[config.mk]
export PLATFORM = sky130hd
export DESIGN_NAME = uart_tx_fifo_flat
export DESIGN_NICKNAME = d
export VERILOG_FILES = /design/src/rtl/uart_tx_fifo_if.sv /design/src/rtl/uart_tx_fifo.sv /design/src/flat_wrapper.sv
export SDC_FILE = /design/constraint.sdc
export NUM_CORES = 1
export LEC_CHECK = 0
export ABC_CLOCK_PERIOD_IN_PS = 7000
export CORE_MARGIN = 2
export CORE_UTILIZATION = 47
export CTS_BUF_LIST = sky130_fd_sc_hd__clkbuf_4 sky130_fd_sc_hd__clkbuf_8
export DETAILED_ROUTE_END_ITERATION = 10
export PLACE_DENSITY = 0.74
export SLEW_MARGIN = 30
export SYNTH_ARGS = -nofsm -noshare
export SYNTH_HDL_FRONTEND = slang
export SYNTH_SLANG_ARGS = --single-unit
[constraint.sdc]
create_clock -name clk_i -period 7 [get_ports clk_i]
set_input_delay 0.7 -clock clk_i [delete_from_list [all_inputs] [get_ports clk_i]]
set_output_delay 0.7 -clock clk_i [all_outputs]
set_load 0.01 [all_outputs]
[src/rtl/uart_tx_fifo_if.sv]
// Producer write handshake plus the start/busy handshake towards the UART transmitter.
// The slave modport belongs to the FIFO; the master side is the producer and transmitter.
interface uart_tx_fifo_if;
   logic       wr_vld;
   logic [7:0] wr_dat;
   logic       wr_rdy;
   logic       tx_busy;
   logic       tx_start;
   logic [7:0] tx_dat;

   modport master (output wr_vld, wr_dat, tx_busy,
                   input  wr_rdy, tx_start, tx_dat);
   modport slave  (input  wr_vld, wr_dat, tx_busy,
                   output wr_rdy, tx_start, tx_dat);
endinterface

[src/rtl/uart_tx_fifo.sv]
// Byte FIFO feeding a UART transmitter; a byte written into an idle, empty queue raises tx_start one edge later.
// Backpressure: wr_rdy drops when full; writes offered while full are dropped and latched in overflow.
module uart_tx_fifo #(
   parameter int DEPTH = 16,
   parameter int TMO   = 15
) (
   input  logic                   clk_i,
   input  logic                   rst_ni,
   uart_tx_fifo_if.slave          bus,
   input  logic                   ovf_clr_i,
   output logic [$clog2(DEPTH):0] count_o,
   output logic                   empty_o,
   output logic                   full_o,
   output logic                   overflow_o,
   output logic                   start_err_o
);
   localparam int AW = $clog2(DEPTH);
   localparam int CW = AW + 1;
   localparam int TW = (TMO < 1) ? 1 : $clog2(TMO + 1);

   typedef enum logic [1:0] {IDLE, START, BUSY} state_e;

   state_e        state_q, state_d;
   logic [7:0]    mem_q [DEPTH];
   logic [AW-1:0] wr_ptr_q, rd_ptr_q;
   logic [CW-1:0] count_q, count_d;
   logic [TW-1:0] timer_q, timer_d;
   logic [7:0]    tx_dat_q, tx_dat_d;
   logic          ovf_q, ovf_d;
   logic          serr_q, serr_d;
   logic          push, pop, tmo;

   // Status flags come from the registered count only, so no input reaches them combinationally.
   assign empty_o     = (count_q == '0);
   assign full_o      = (count_q == CW'(DEPTH));
   assign bus.wr_rdy  = !full_o;
   assign bus.tx_dat  = tx_dat_q;
   assign count_o     = count_q;
   assign overflow_o  = ovf_q;
   assign start_err_o = serr_q;
   assign push        = bus.wr_vld && !full_o;

   always_ff @(posedge clk_i or negedge rst_ni) begin
      if (!rst_ni) state_q <= IDLE;
      else         state_q <= state_d;
   end

   always_comb begin
      state_d = state_q;
      unique case (state_q)
         IDLE:    if (!empty_o && !bus.tx_busy) state_d = START;
         START:   if (bus.tx_busy) state_d = BUSY;
                  else if (tmo)    state_d = IDLE;
         BUSY:    if (!bus.tx_busy) state_d = IDLE;
         default: state_d = IDLE;
      endcase
   end

   // An abandoned start drops its byte: it was already popped when START was entered.
   always_comb begin
      bus.tx_start = (state_q == START);
      pop          = (state_q == IDLE) && !empty_o && !bus.tx_busy;
      tmo          = (state_q == START) && !bus.tx_busy && (timer_q == TW'(TMO));
      serr_d       = tmo;
      timer_d      = timer_q;
      if (pop)                     timer_d = '0;
      else if (state_q == START)   timer_d = timer_q + 1'b1;
      tx_dat_d     = pop ? mem_q[rd_ptr_q] : tx_dat_q;
   end

   always_comb begin
      count_d = count_q;
      if (push && !pop)      count_d = count_q + 1'b1;
      else if (!push && pop) count_d = count_q - 1'b1;
      ovf_d = ovf_q;
      if (bus.wr_vld && full_o) ovf_d = 1'b1;
      else if (ovf_clr_i)       ovf_d = 1'b0;
   end

   always_ff @(posedge clk_i or negedge rst_ni) begin
      if (!rst_ni) begin
         wr_ptr_q <= '0;
         rd_ptr_q <= '0;
         count_q  <= '0;
         timer_q  <= '0;
         tx_dat_q <= 8'h00;
         ovf_q    <= 1'b0;
         serr_q   <= 1'b0;
      end else begin
         if (push) wr_ptr_q <= wr_ptr_q + 1'b1;
         if (pop)  rd_ptr_q <= rd_ptr_q + 1'b1;
         count_q  <= count_d;
         timer_q  <= timer_d;
         tx_dat_q <= tx_dat_d;
         ovf_q    <= ovf_d;
         serr_q   <= serr_d;
      end
   end

   always_ff @(posedge clk_i) begin
      if (push) mem_q[wr_ptr_q] <= bus.wr_dat;
   end
endmodule

[src/flat_wrapper.sv]
// flat-port wrapper written by rule: the top's interface ports become plain ports
module uart_tx_fifo_flat 
#(
   parameter int DEPTH = 16,
   parameter int TMO   = 15
)
  (clk_i, rst_ni, ovf_clr_i, count_o, empty_o, full_o, overflow_o, start_err_o, bus_wr_vld, bus_wr_dat, bus_tx_busy, bus_wr_rdy, bus_tx_start, bus_tx_dat);
  uart_tx_fifo_if bus_i ();
  input  logic clk_i;
  input  logic rst_ni;
  input  logic ovf_clr_i;
  output logic [$clog2(DEPTH):0] count_o;
  output logic empty_o;
  output logic full_o;
  output logic overflow_o;
  output logic start_err_o;
  input wire logic [$bits(bus_i.wr_vld)-1:0] bus_wr_vld;
  input wire logic [$bits(bus_i.wr_dat)-1:0] bus_wr_dat;
  input wire logic [$bits(bus_i.tx_busy)-1:0] bus_tx_busy;
  output wire logic [$bits(bus_i.wr_rdy)-1:0] bus_wr_rdy;
  output wire logic [$bits(bus_i.tx_start)-1:0] bus_tx_start;
  output wire logic [$bits(bus_i.tx_dat)-1:0] bus_tx_dat;
  assign bus_i.wr_vld = bus_wr_vld;
  assign bus_i.wr_dat = bus_wr_dat;
  assign bus_i.tx_busy = bus_tx_busy;
  assign bus_wr_rdy = bus_i.wr_rdy;
  assign bus_tx_start = bus_i.tx_start;
  assign bus_tx_dat = bus_i.tx_dat;
  uart_tx_fifo #(.DEPTH(DEPTH), .TMO(TMO)) u_core (.clk_i(clk_i), .rst_ni(rst_ni), .bus(bus_i), .ovf_clr_i(ovf_clr_i), .count_o(count_o), .empty_o(empty_o), .full_o(full_o), .overflow_o(overflow_o), .start_err_o(start_err_o));
endmodule
; ---- Word level (Yosys, flattened, before mapping)
; Memories as Yosys holds them, arrays and structs flattened. A register that Yosys moved wholly into a read port is not among the register bits.
; Index checks and enable logic that the tools add are counted.
[totals]
ram_bits = 128
regBits = 21
mem_bits_ro = 0
word_cells = 54
output_inout_bits = 19
memories = 1
latchBits = 0
[classes]
n_mux = 13
n_bitwise = 0
n_eq_ne = 7
n_mul = 0
shift = 0
n_div = 0
n_lt_le_gt_ge = 0
n_reduce_logical = 21
addsub = 5
[memory_table]
columns = name, depth, word_bits, read_ports, rd_ports_with_merged_regs, write_ports, line
row1 = u_core.mem_q, 16, 8, 1, 1, 1, uart_tx_fifo.sv:24  ; logic [7:0] mem_q [DEPTH];
[ops]
columns = op, count
row1 = "4-bit by 1-bit adder with 4-bit output, second input constant", 3
row2 = 5-bit 2-to-1 mux, 2
row3 = 1-bit logical AND, 9
row4 = 2-bit 2-to-1 mux, 4
row5 = 4-bit 2-to-1 mux, 2
row6 = 1-bit logical NOT, 6
row7 = 2-bit case mux with 3 select lines, 1
row8 = 2-bit nonzero test, 3
row9 = "5-bit by 1-bit adder with 5-bit output, second input constant", 1
row10 = "5-bit == test, second input constant", 1
row11 = 5-bit logical NOT, 1
row12 = "5-bit by 1-bit subtractor with 5-bit output, second input constant", 1
row13 = "4-bit == test, second input constant", 1
row14 = 1-bit 2-to-1 mux, 4
row15 = "3-bit by 2-bit != test with 1-bit output, second input constant", 1
row16 = 3-bit AND reduction, 1
row17 = "2-bit by 1-bit == test with 1-bit output, second input constant", 1
row18 = "2-bit == test, second input constant", 1
row19 = 2-bit logical NOT, 1
row20 = "2-bit by 1-bit != test with 1-bit output, second input constant", 1
row21 = "2-bit != test, second input constant", 1

; ---- Logic depth before layout (Yosys ltp)
; Gate-level depths: netlist of the first run.
[logic_depth]
word_depth = 7
mapped_depth = 12

; ---- Worst setup path after synthesis of the first run
; Ideal clock, no wire load.
[synth_path]
kind = register to register
startpoint = register u_core.count_q[1] (netlist: u_core.count_o[1])
endpoint = register u_core.count_q[4] (netlist: u_core.count_o[4])
slack_ns = 4.335
arrival_time_ns = 2.585
period_less_slack_ns = 2.665
path_buffers = 1
setup_time_ns = 0.080
stages_incl_launch_ff = 13
required_time_ns = 6.920
cell_sequence = dfrtp_1 > nor4_1 > and2b_1 > nor4_4 > inv_1 > buf_6 > ha_1 > inv_1 > ha_1 > a21o_1 > a21oi_1 > mux2i_1 > xnor2_1
[synth_via]
elab_chain_len = 7
[synth_rtl]
columns = item, line
row1 = "start, declared", uart_tx_fifo.sv:26  ; logic [CW-1:0] count_q, count_d;
row2 = "start signal, assigned", uart_tx_fifo.sv:92  ; count_q <= count_d;
row3 = 5-bit logical NOT *, uart_tx_fifo.sv:34  ; assign empty_o = (count_q == '0);
row4 = named net empty_o, flat_wrapper.sv:13  ; output logic empty_o;
row5 = 1-bit logical NOT *, uart_tx_fifo.sv:62  ; pop = (state_q == IDLE) && !empty_o && !bus.tx_busy;
row6 = 1-bit logical AND * (2 in a row), uart_tx_fifo.sv:62
row7 = 1-bit logical NOT, uart_tx_fifo.sv:73  ; if (push && !pop) count_d = count_q + 1'b1;
row8 = 1-bit logical AND, uart_tx_fifo.sv:73
row9 = 5-bit 2-to-1 mux / 2-bit nonzero test (equally long branches), n/a
; Mark *: on every way through the listed nets, which the timed path passes. The rest lies on a longest branch. The select of a mux whose other input is x is not followed.
; A chain may end at the register's enable or synchronous reset.

; ---- Worst setup path after layout of the first run
[layout_path]
startpoint = register u_core.count_q[1] (netlist: u_core.count_o[1])
endpoint = register u_core.count_q[4] (netlist: u_core.count_o[4])
[layout_via]
elab_chain_len = 7
[layout_rtl]
columns = item
row1 = branches (longest 7 deep; another with 5-bit by 1-bit subtractor with 5-bit output)
; Parallel ways; which one is timed is not known. The select of a mux whose other input is x is not followed.

==> results.rst, run 1 <==
.. list-table::
   :header-rows: 1

   * - Metric
     - Value
   * - Outcome
     - finished clean
   * - CP Data Required Time
     - 7.36 ns
   * - Synthesized flop and latch total
     - 157
   * - Standard-cell row count
     - 42
   * - GP Congestion
     - 0.732
   * - Via count of the routed design
     - 3174
   * - Worst slack after detailed placement
     - 3.41 ns
   * - Net count reported at finish
     - 417
   * - Final hold vios
     - 0
   * - Setup Crit Path Kind
     - register to register
   * - Leading cell type by number of instances after synthesis
     - sky130_fd_sc_hd__edfxtp_1
   * - Max-capacitance violation count
     - 0
   * - Average instance area after synthesis
     - 18.0 µm²
   * - CP peak stage delay
     - 0.51 ns
   * - Number of antenna-violating nets in the routed design
     - 0
   * - Core Region
     - 13300 µm²
   * - Fraction of the mapped netlist area in simple logic gates
     - 4.90%
   * - Number of buffers created by CTS
     - 17
   * - Yosys warning count
     - 0
   * - Overall Global Routing Usage
     - 16.9%
   * - Predominant post-synthesis flop cell
     - sky130_fd_sc_hd__edfxtp_1
   * - Worst max-slew margin expressed relative to the limit
     - 36.2%
   * - Synthesis-to-layout area growth
     - 13.0%
   * - Leak Pwr
     - 2.56 nW
   * - Worst hold margin
     - 0.484 ns
   * - Share of the synthesized area in the top cell type
     - 59.8%
   * - Post-detailed-route via-to-cell ratio
     - 5.46
   * - Full die area
     - 14600 µm²
   * - Critical-path cell with the highest stage delay
     - sky130_fd_sc_hd__inv_1
   * - Period Utilization, post-route
     - 45.3%
   * - Peak fanout along the critical path
     - 22
   * - Category of cells accounting for the largest share of critical-path delay
     - simple AND/OR/NAND/NOR gates
   * - Setup clock skew after layout
     - 0.00911 ns
   * - Cell accounting for the most synthesized area
     - sky130_fd_sc_hd__edfxtp_1
   * - Count of inserted antenna diode cells
     - 0
   * - Count of different cell masters after synthesis
     - 34
   * - FFs w/ async S/R, synth
     - 18.5%
   * - Multi-input gate area
     - 1690 µm²
   * - Cell area after layout
     - 7260 µm²
   * - Slew Limit Fails
     - 0
   * - Register area share after synthesis
     - 71.1%
   * - Number of buffer cells added on primary ports
     - 31
   * - Y dimension of the die
     - 121 µm
   * - Sum Neg Setup Slack
     - 0 ns
   * - Fillcell total
     - 1034
   * - Area share of fa/ha/maj cells after synthesis
     - 2.26%
   * - Number of standard cells in the final layout excluding fillers
     - 581
   * - Main combinational cell family by area after synthesis
     - multiplexers
   * - Clock transition time at the flip-flop clock pins of the worst setup and hold paths
     - 0.07 ns
   * - Die X-Extent
     - 121 µm
   * - Min cycle time layout
     - 3.17 ns
   * - Residual overflow from global routing
     - 0
   * - Fraction of synthesized area in multiplexers
     - 15.0%
   * - Slew @ Worst Pin
     - 0.953 ns
   * - H-tree Lvls
     - 4
   * - Total detailed-routing wirelength
     - 11100 µm
   * - Leading post-synthesis cells by instance count
     - sky130_fd_sc_hd__edfxtp_1, sky130_fd_sc_hd__nand2_1, sky130_fd_sc_hd__dfrtp_1, sky130_fd_sc_hd__mux4_2, sky130_fd_sc_hd__nor2_1
   * - Capturing element type of the critical path
     - register
   * - Total setup violations reported at the end of the flow
     - 0
   * - Maximum number of pins on one net before global-route repair
     - 36
   * - Remaining routing DRC violations
     - 0
   * - End-of-flow core utilization
     - 54.6%
   * - Initial DRT Pass Iterations
     - 6
   * - I/O Pins
     - 32
   * - Initial antenna violation count
     - 0
   * - XOR/XNOR share of the synthesized area
     - 1.50%
   * - Syn nets
     - 381
   * - Synth Area in Compound Gates
     - 2.49%
   * - Number of hold buffers added after cts
     - 0
   * - Layout cells sized above 1
     - 15.8%
   * - Sum of buffers and inverters on the critical path
     - 2
   * - CTS root buf
     - sky130_fd_sc_hd__clkbuf_8
   * - Placed inst area
     - 6870 µm²
   * - Initial core utilization
     - 48.4%
   * - Clock tree from TritonCTS
     - done
   * - WL/cell
     - 19.2 µm
   * - Setup repair after global routing missed its margin
     - false
   * - Number of global-route vias before repair
     - 3291
   * - Total setup buffers inserted after CTS
     - 0
   * - Placed wire-length estimate after detailed placement
     - 7040 µm
   * - Main area contributors after synthesis
     - sky130_fd_sc_hd__edfxtp_1, sky130_fd_sc_hd__dfrtp_1, sky130_fd_sc_hd__mux4_1, sky130_fd_sc_hd__mux4_2, sky130_fd_sc_hd__nand2_1
   * - Post_cts resized
     - 0
   * - Cell Area, Synth
     - 6430 µm²
   * - Achievable Freq
     - 0.315 GHz
   * - Clock net sink count
     - 157
   * - Final setup slack of the worst path
     - 3.83 ns
   * - Seq. cell area
     - 4570 µm²
   * - Placed cell count
     - 550
   * - Max IR drop VDD
     - 0.277 mV
   * - Type of the tightest min-delay check
     - register to register
   * - Synth Instances
     - 357
   * - Number of flops mapped to enable cells by yosys
     - 128
   * - Critical Path, Cell by Cell
     - nor4_1, and2b_1, nor4_4, inv_1, ha_1, inv_1, ha_1, a21o_1, a21oi_1, mux2i_1, xnor2_1
   * - Detailed router's first-iteration violation count
     - 267
   * - Total power after layout
     - 2.83 mW
   * - Power density relative to cell area
     - 389 nW/µm²
   * - Later-pin clock latency in the skew report
     - 0.43 ns
   * - CTS Buffer Depth
     - 2
   * - Kind of start point of the critical path
     - register
   * - First-pass GRT wire length
     - 17900 µm
   * - Critical path arrival
     - 3.53 ns
[flip-flops by register name, summed over array words and instances, names as in the netlist]
register            count
u_core.bus.tx_dat       8
u_core.count_o          5
u_core.mem_q          128
u_core.overflow_o       1
u_core.rd_ptr_q         4
u_core.start_err_o      1
u_core.state_q          2
u_core.timer_q          4
u_core.wr_ptr_q         4
[routing by layer]
layer	global-route usage (%)	wire length, µm
met5	0	0
met4	5.45	79
met3	5.55	543
met2	27.9	5700
met1	21.3	4820
[worst register-to-register path: stages (launching register included)]
cell and delay, ns:
sky130_fd_sc_hd__dfrtp_1 0.43, sky130_fd_sc_hd__nor4_1 0.35, sky130_fd_sc_hd__and2b_1 0.24, sky130_fd_sc_hd__nor4_4 0.07
sky130_fd_sc_hd__inv_1 0.51, sky130_fd_sc_hd__ha_1 0.32, sky130_fd_sc_hd__inv_1 0.12, sky130_fd_sc_hd__ha_1 0.34
sky130_fd_sc_hd__a21o_1 0.19, sky130_fd_sc_hd__a21oi_1 0.17, sky130_fd_sc_hd__mux2i_1 0.23, sky130_fd_sc_hd__xnor2_1 0.13
[report_power, final]
part | internal, mW | leakage, nW | switching [mW]
Clock | 0.351 | 0.205 | 0.306
Combinational | 0.441 | 0.839 | 0.408
Sequential | 1.17 | 1.52 | 0.156
Total | 1.96 | 2.56 | 0.870
[path summary, 6_finish.rpt]
path	from	endpoint	slack [ns]	cells past startpoint
worst max-delay path	u_core.count_o[1]	u_core.count_o[4]	3.83	11
worst min-delay path	u_core.bus.tx_dat[3]	u_core.bus.tx_dat[3]	0.48	2
worst max register to register	u_core.count_o[1]	u_core.count_o[4]	3.83	11
worst min register to register	u_core.bus.tx_dat[3]	u_core.bus.tx_dat[3]	0.48	2
max in group asynchronous	rst_ni	u_core.rd_ptr_q[0]	6.03	2
min in group asynchronous	rst_ni	u_core.count_o[0]	0.65	2
[final cells by class]
type / count / share of cell area (%)
sequential: 157 / 63.0
multi-input combinational: 171 / 23.3
timing repair buffer: 36 / 4.79
clock buffer: 18 / 3.32
tap: 176 / 3.03
clock inverter: 13 / 2.05
inverter: 10 / 0.517
[placed cells by master, fill, tap and decap left out, types with 11 or more instances in the layout]
cell                              instances
sky130_fd_sc_hd__edfxtp_1               128
sky130_fd_sc_hd__nand2_1                 35
sky130_fd_sc_hd__clkdlybuf4s50_1         31
sky130_fd_sc_hd__dfrtp_1                 28
sky130_fd_sc_hd__nor2_1                  17
sky130_fd_sc_hd__mux4_2                  17
sky130_fd_sc_hd__clkbuf_8                17
sky130_fd_sc_hd__mux4_1                  15
sky130_fd_sc_hd__o21ai_1                 11
[kinds of logic after synthesis]
| logic type | after synthesis |
|---|---|
| compound gates | 29 |
| xor+xnor | 11 |
| fa+ha+maj | 11 |
| buf+inv | 29 |
| flops | 157 |
| mux | 50 |
| simple gates | 70 |
No activity file was read; power rests on OpenSTA's default activity.
==> run 2: changes to the inputs <==
--- a/config.mk
+++ b/config.mk
@@ -5,7 +5,7 @@
 export SDC_FILE = /design/constraint.sdc
 export NUM_CORES = 1
 export LEC_CHECK = 0
-export ABC_CLOCK_PERIOD_IN_PS = 7000
+export ABC_CLOCK_PERIOD_IN_PS = 3000
 export CORE_MARGIN = 2
 export CORE_UTILIZATION = 47
 export CTS_BUF_LIST = sky130_fd_sc_hd__clkbuf_4 sky130_fd_sc_hd__clkbuf_8
==> constraint.sdc (replaced) <==
create_clock -name clk_i -period 3 [get_ports clk_i]
set_input_delay 0.3 -clock clk_i [delete_from_list [all_inputs] [get_ports clk_i]]
set_output_delay 0.3 -clock clk_i [all_outputs]
set_load 0.01 [all_outputs]
==> run 2 against run 1 <==
Effect of this change:
- cell count increased by 3.3%
- via count grew 0.79%
- critical path type unchanged
- register-to-register slack got worse by 3.6 ns
- count of clock-buffer cells in the layout is 1 lower
- critical path depth fell by 1
- clock power is 120% higher
==> results.rst, run 2 (synthesized netlist as in run 1, its figures left out) <==
.. list-table::
   :header-rows: 1

   * - Metric
     - Value
   * - Setup repair after global routing missed its margin
     - false (unchanged)
   * - CP Data Required Time
     - 3.36 ns (was 7.36 ns)
   * - Detailed router's first-iteration violation count
     - 191 (was 267)
   * - Remaining routing DRC violations
     - 0 (unchanged)
   * - Full die area
     - 14600 µm² (unchanged)
   * - Residual overflow from global routing
     - 0 (unchanged)
   * - Worst reg2reg path startpoint
     - u_core.count_o[0] (was u_core.count_o[1])
   * - Total detailed-routing wirelength
     - 11700 µm (was 11100 µm)
   * - CTS Buffer Depth
     - 2 (unchanged)
   * - Kind of start point of the critical path
     - register (unchanged)
   * - Total setup buffers inserted after CTS
     - 0 (unchanged)
   * - Worst setup slack for register-to-register paths
     - 0.25 ns (was 3.83 ns)
   * - First-pass GRT wire length
     - 18200 µm (was 17900 µm)
   * - Part of the power in the clock network
     - 21.6% (was 23.2%)
   * - Maximum number of pins on one net before global-route repair
     - 28 (was 36)
   * - Number of buffer cells added on primary ports
     - 31 (unchanged)
   * - Synthesis-to-layout area growth
     - 14.5% (was 13.0%)
   * - Slew Limit Fails
     - 0 (unchanged)
   * - Max-capacitance violation count
     - 0 (unchanged)
   * - Overall Global Routing Usage
     - 17.4% (was 16.9%)
   * - Most frequent cells in the layout
     - sky130_fd_sc_hd__edfxtp_1, sky130_fd_sc_hd__nand2_1, sky130_fd_sc_hd__clkdlybuf4s50_1 (unchanged)
   * - Slew @ Worst Pin
     - 0.785 ns (was 0.953 ns)
   * - Switching share of power
     - 32.2% (was 30.8%)
   * - Worst max-slew margin expressed relative to the limit
     - 47.7% (was 36.2%)
   * - Worst flop-to-flop path endpoint
     - u_core.count_o[4] (unchanged)
   * - Worst hold margin
     - 0.290 ns (was 0.484 ns)
   * - Worst slack after detailed placement
     - 0.273 ns (was 3.41 ns)
   * - WL/cell
     - 19.5 µm (was 19.2 µm)
   * - Final hold vios
     - 0 (unchanged)
   * - Clock tree from TritonCTS
     - done (unchanged)
   * - Placed cell count
     - 568 (was 550)
   * - Number of hold buffers added after cts
     - 0 (unchanged)
   * - Achievable Freq
     - 0.364 GHz (was 0.315 GHz)
   * - Total power after layout
     - 6.61 mW (was 2.83 mW)
   * - Period Utilization, post-route
     - 91.7% (was 45.3%)
   * - Initial antenna violation count
     - 0 (unchanged)
   * - Post-detailed-route via-to-cell ratio
     - 5.33 (was 5.46)
   * - Critical path arrival
     - 3.11 ns (was 3.53 ns)
   * - I/O Pins
     - 32 (unchanged)
   * - Placed inst area
     - 7010 µm² (was 6870 µm²)
   * - Min cycle time layout
     - 2.75 ns (was 3.17 ns)
   * - Count of inserted antenna diode cells
     - 0 (unchanged)
   * - Number of standard cells in the final layout excluding fillers
     - 600 (was 581)
   * - Net count reported at finish
     - 435 (was 417)
   * - Peak fanout along the critical path
     - 9 (was 22)
   * - Top register by number of flip-flops
     - u_core.mem_q (unchanged)
   * - Clock transition time at the flip-flop clock pins of the worst setup and hold paths
     - 0.08 ns (was 0.07 ns)
   * - Type of the tightest min-delay check
     - input port to async pin (was register to register)
   * - Setup clock skew after layout
     - 0.0156 ns (was 0.00911 ns)
   * - Clock net sink count
     - 157 (unchanged)
   * - Initial DRT Pass Iterations
     - 5 (was 6)
   * - Total setup violations reported at the end of the flow
     - 0 (unchanged)
   * - Net switching power
     - 2.13 mW (was 0.870 mW)
   * - Number of cells on the worst reg-to-reg path
     - 10 (was 11)
   * - Outcome
     - finished clean (unchanged)
   * - Max IR drop VDD
     - 0.437 mV (was 0.277 mV)
   * - Sum Neg Setup Slack
     - 0 ns (unchanged)
   * - Placed wire-length estimate after detailed placement
     - 7550 µm (was 7040 µm)
   * - Seq pwr share
     - 46.0% (was 46.8%)
   * - Die X-Extent
     - 121 µm (unchanged)
   * - Cell area after layout
     - 7360 µm² (was 7260 µm²)
   * - Layout cells sized above 1
     - 18.6% (was 15.8%)
   * - Y dimension of the die
     - 121 µm (unchanged)
   * - GP Congestion
     - 0.821 (was 0.732)
   * - Fraction of power consumed by combinational cells
     - 32.4% (was 30.0%)
   * - Core Region
     - 13300 µm² (unchanged)
   * - Capturing element type of the critical path
     - register (unchanged)
   * - Final setup slack of the worst path
     - 0.250 ns (was 3.83 ns)
   * - Power density relative to cell area
     - 897 nW/µm² (was 389 nW/µm²)
   * - Most frequent standard cell in the layout excluding fill and tap cells
     - sky130_fd_sc_hd__edfxtp_1 (unchanged)
   * - Later-pin clock latency in the skew report
     - 0.45 ns (was 0.43 ns)
   * - Setup Crit Path Kind
     - register to register (unchanged)
   * - Number of antenna-violating nets in the routed design
     - 0 (unchanged)
   * - Via count of the routed design
     - 3199 (was 3174)
   * - Post_cts resized
     - 0 (unchanged)
   * - Internal power summed over all cells
     - 4.48 mW (was 1.96 mW)
   * - Standard-cell row count
     - 42 (unchanged)
   * - Number of flip-flops in the largest register
     - 128 (unchanged)
   * - H-tree Lvls
     - 4 (unchanged)
   * - End-of-flow core utilization
     - 55.4% (was 54.6%)
   * - Initial core utilization
     - 48.4% (unchanged)
   * - CTS root buf
     - sky130_fd_sc_hd__clkbuf_8 (unchanged)
   * - Number of buffers created by CTS
     - 17 (unchanged)
   * - Leak Pwr
     - 2.64 nW (was 2.56 nW)
   * - Number of global-route vias before repair
     - 3284 (was 3291)
run 2: cell types whose count changed in the layout (fill, tap and decap cells not counted), sizes merged:
cell,previous run,this run
bufinv,3,1
inv,11,13
clkinv,9,11
buf,5,23
clkbuf,18,17
run 2: layout make-up:
type | instances | area, µm²
clock buffer | 17 | 234
inverter | 10 | 37.5
timing repair buffer | 54 | 495
multi-input combinational | 171 | 1680
sequential | 157 | 4570
tap | 176 | 220
clock inverter | 15 | 120
fill | 1030 | 5930
run 2: worst max path at each step:
stage	start	endpoint	slack, ns	depth (start not counted)
floorplan	u_core.count_o[1]	u_core.count_o[4]	0.33	12
global placement	u_core.count_o[1]	u_core.count_o[4]	0.38	10
global route	u_core.count_o[0]	u_core.count_o[4]	0.06	10
detailed placement	u_core.count_o[0]	u_core.count_o[4]	0.27	10
CTS	u_core.count_o[0]	u_core.count_o[4]	0.20	10
finish	u_core.count_o[0]	u_core.count_o[4]	0.25	10
run 2: critical path: stages (launching register included):
cell	delay (ns)
sky130_fd_sc_hd__dfrtp_1	0.43
sky130_fd_sc_hd__nor4_1	0.37
sky130_fd_sc_hd__nand2_1	0.14
sky130_fd_sc_hd__and2_1	0.28
sky130_fd_sc_hd__ha_1	0.27
sky130_fd_sc_hd__inv_1	0.14
sky130_fd_sc_hd__ha_1	0.29
sky130_fd_sc_hd__a21o_1	0.19
sky130_fd_sc_hd__a21oi_1	0.16
sky130_fd_sc_hd__mux2i_1	0.24
sky130_fd_sc_hd__xnor2_1	0.15
run 2: layer usage:
layer  vias up  track usage, %  wire (µm)
met1      1616            22.8       5010
met4         0            5.96        155
met5         -               0          0
li1       1486               -          -
met3        12            5.08        658
met2        85            28.1       5870
run 2: power by group through the flow:
stage | sequential, mW | clock (mW) | combinational [mW]
after floorplan | 2.93 | 0 | 1.62
after global placement | 3.06 | 0 | 2.09
after detailed placement | 3.08 | 0 | 2.16
after CTS | 3.04 | 1.46 | 2.17
after global routing | 3.09 | 1.56 | 2.34
final | 3.04 | 1.43 | 2.14
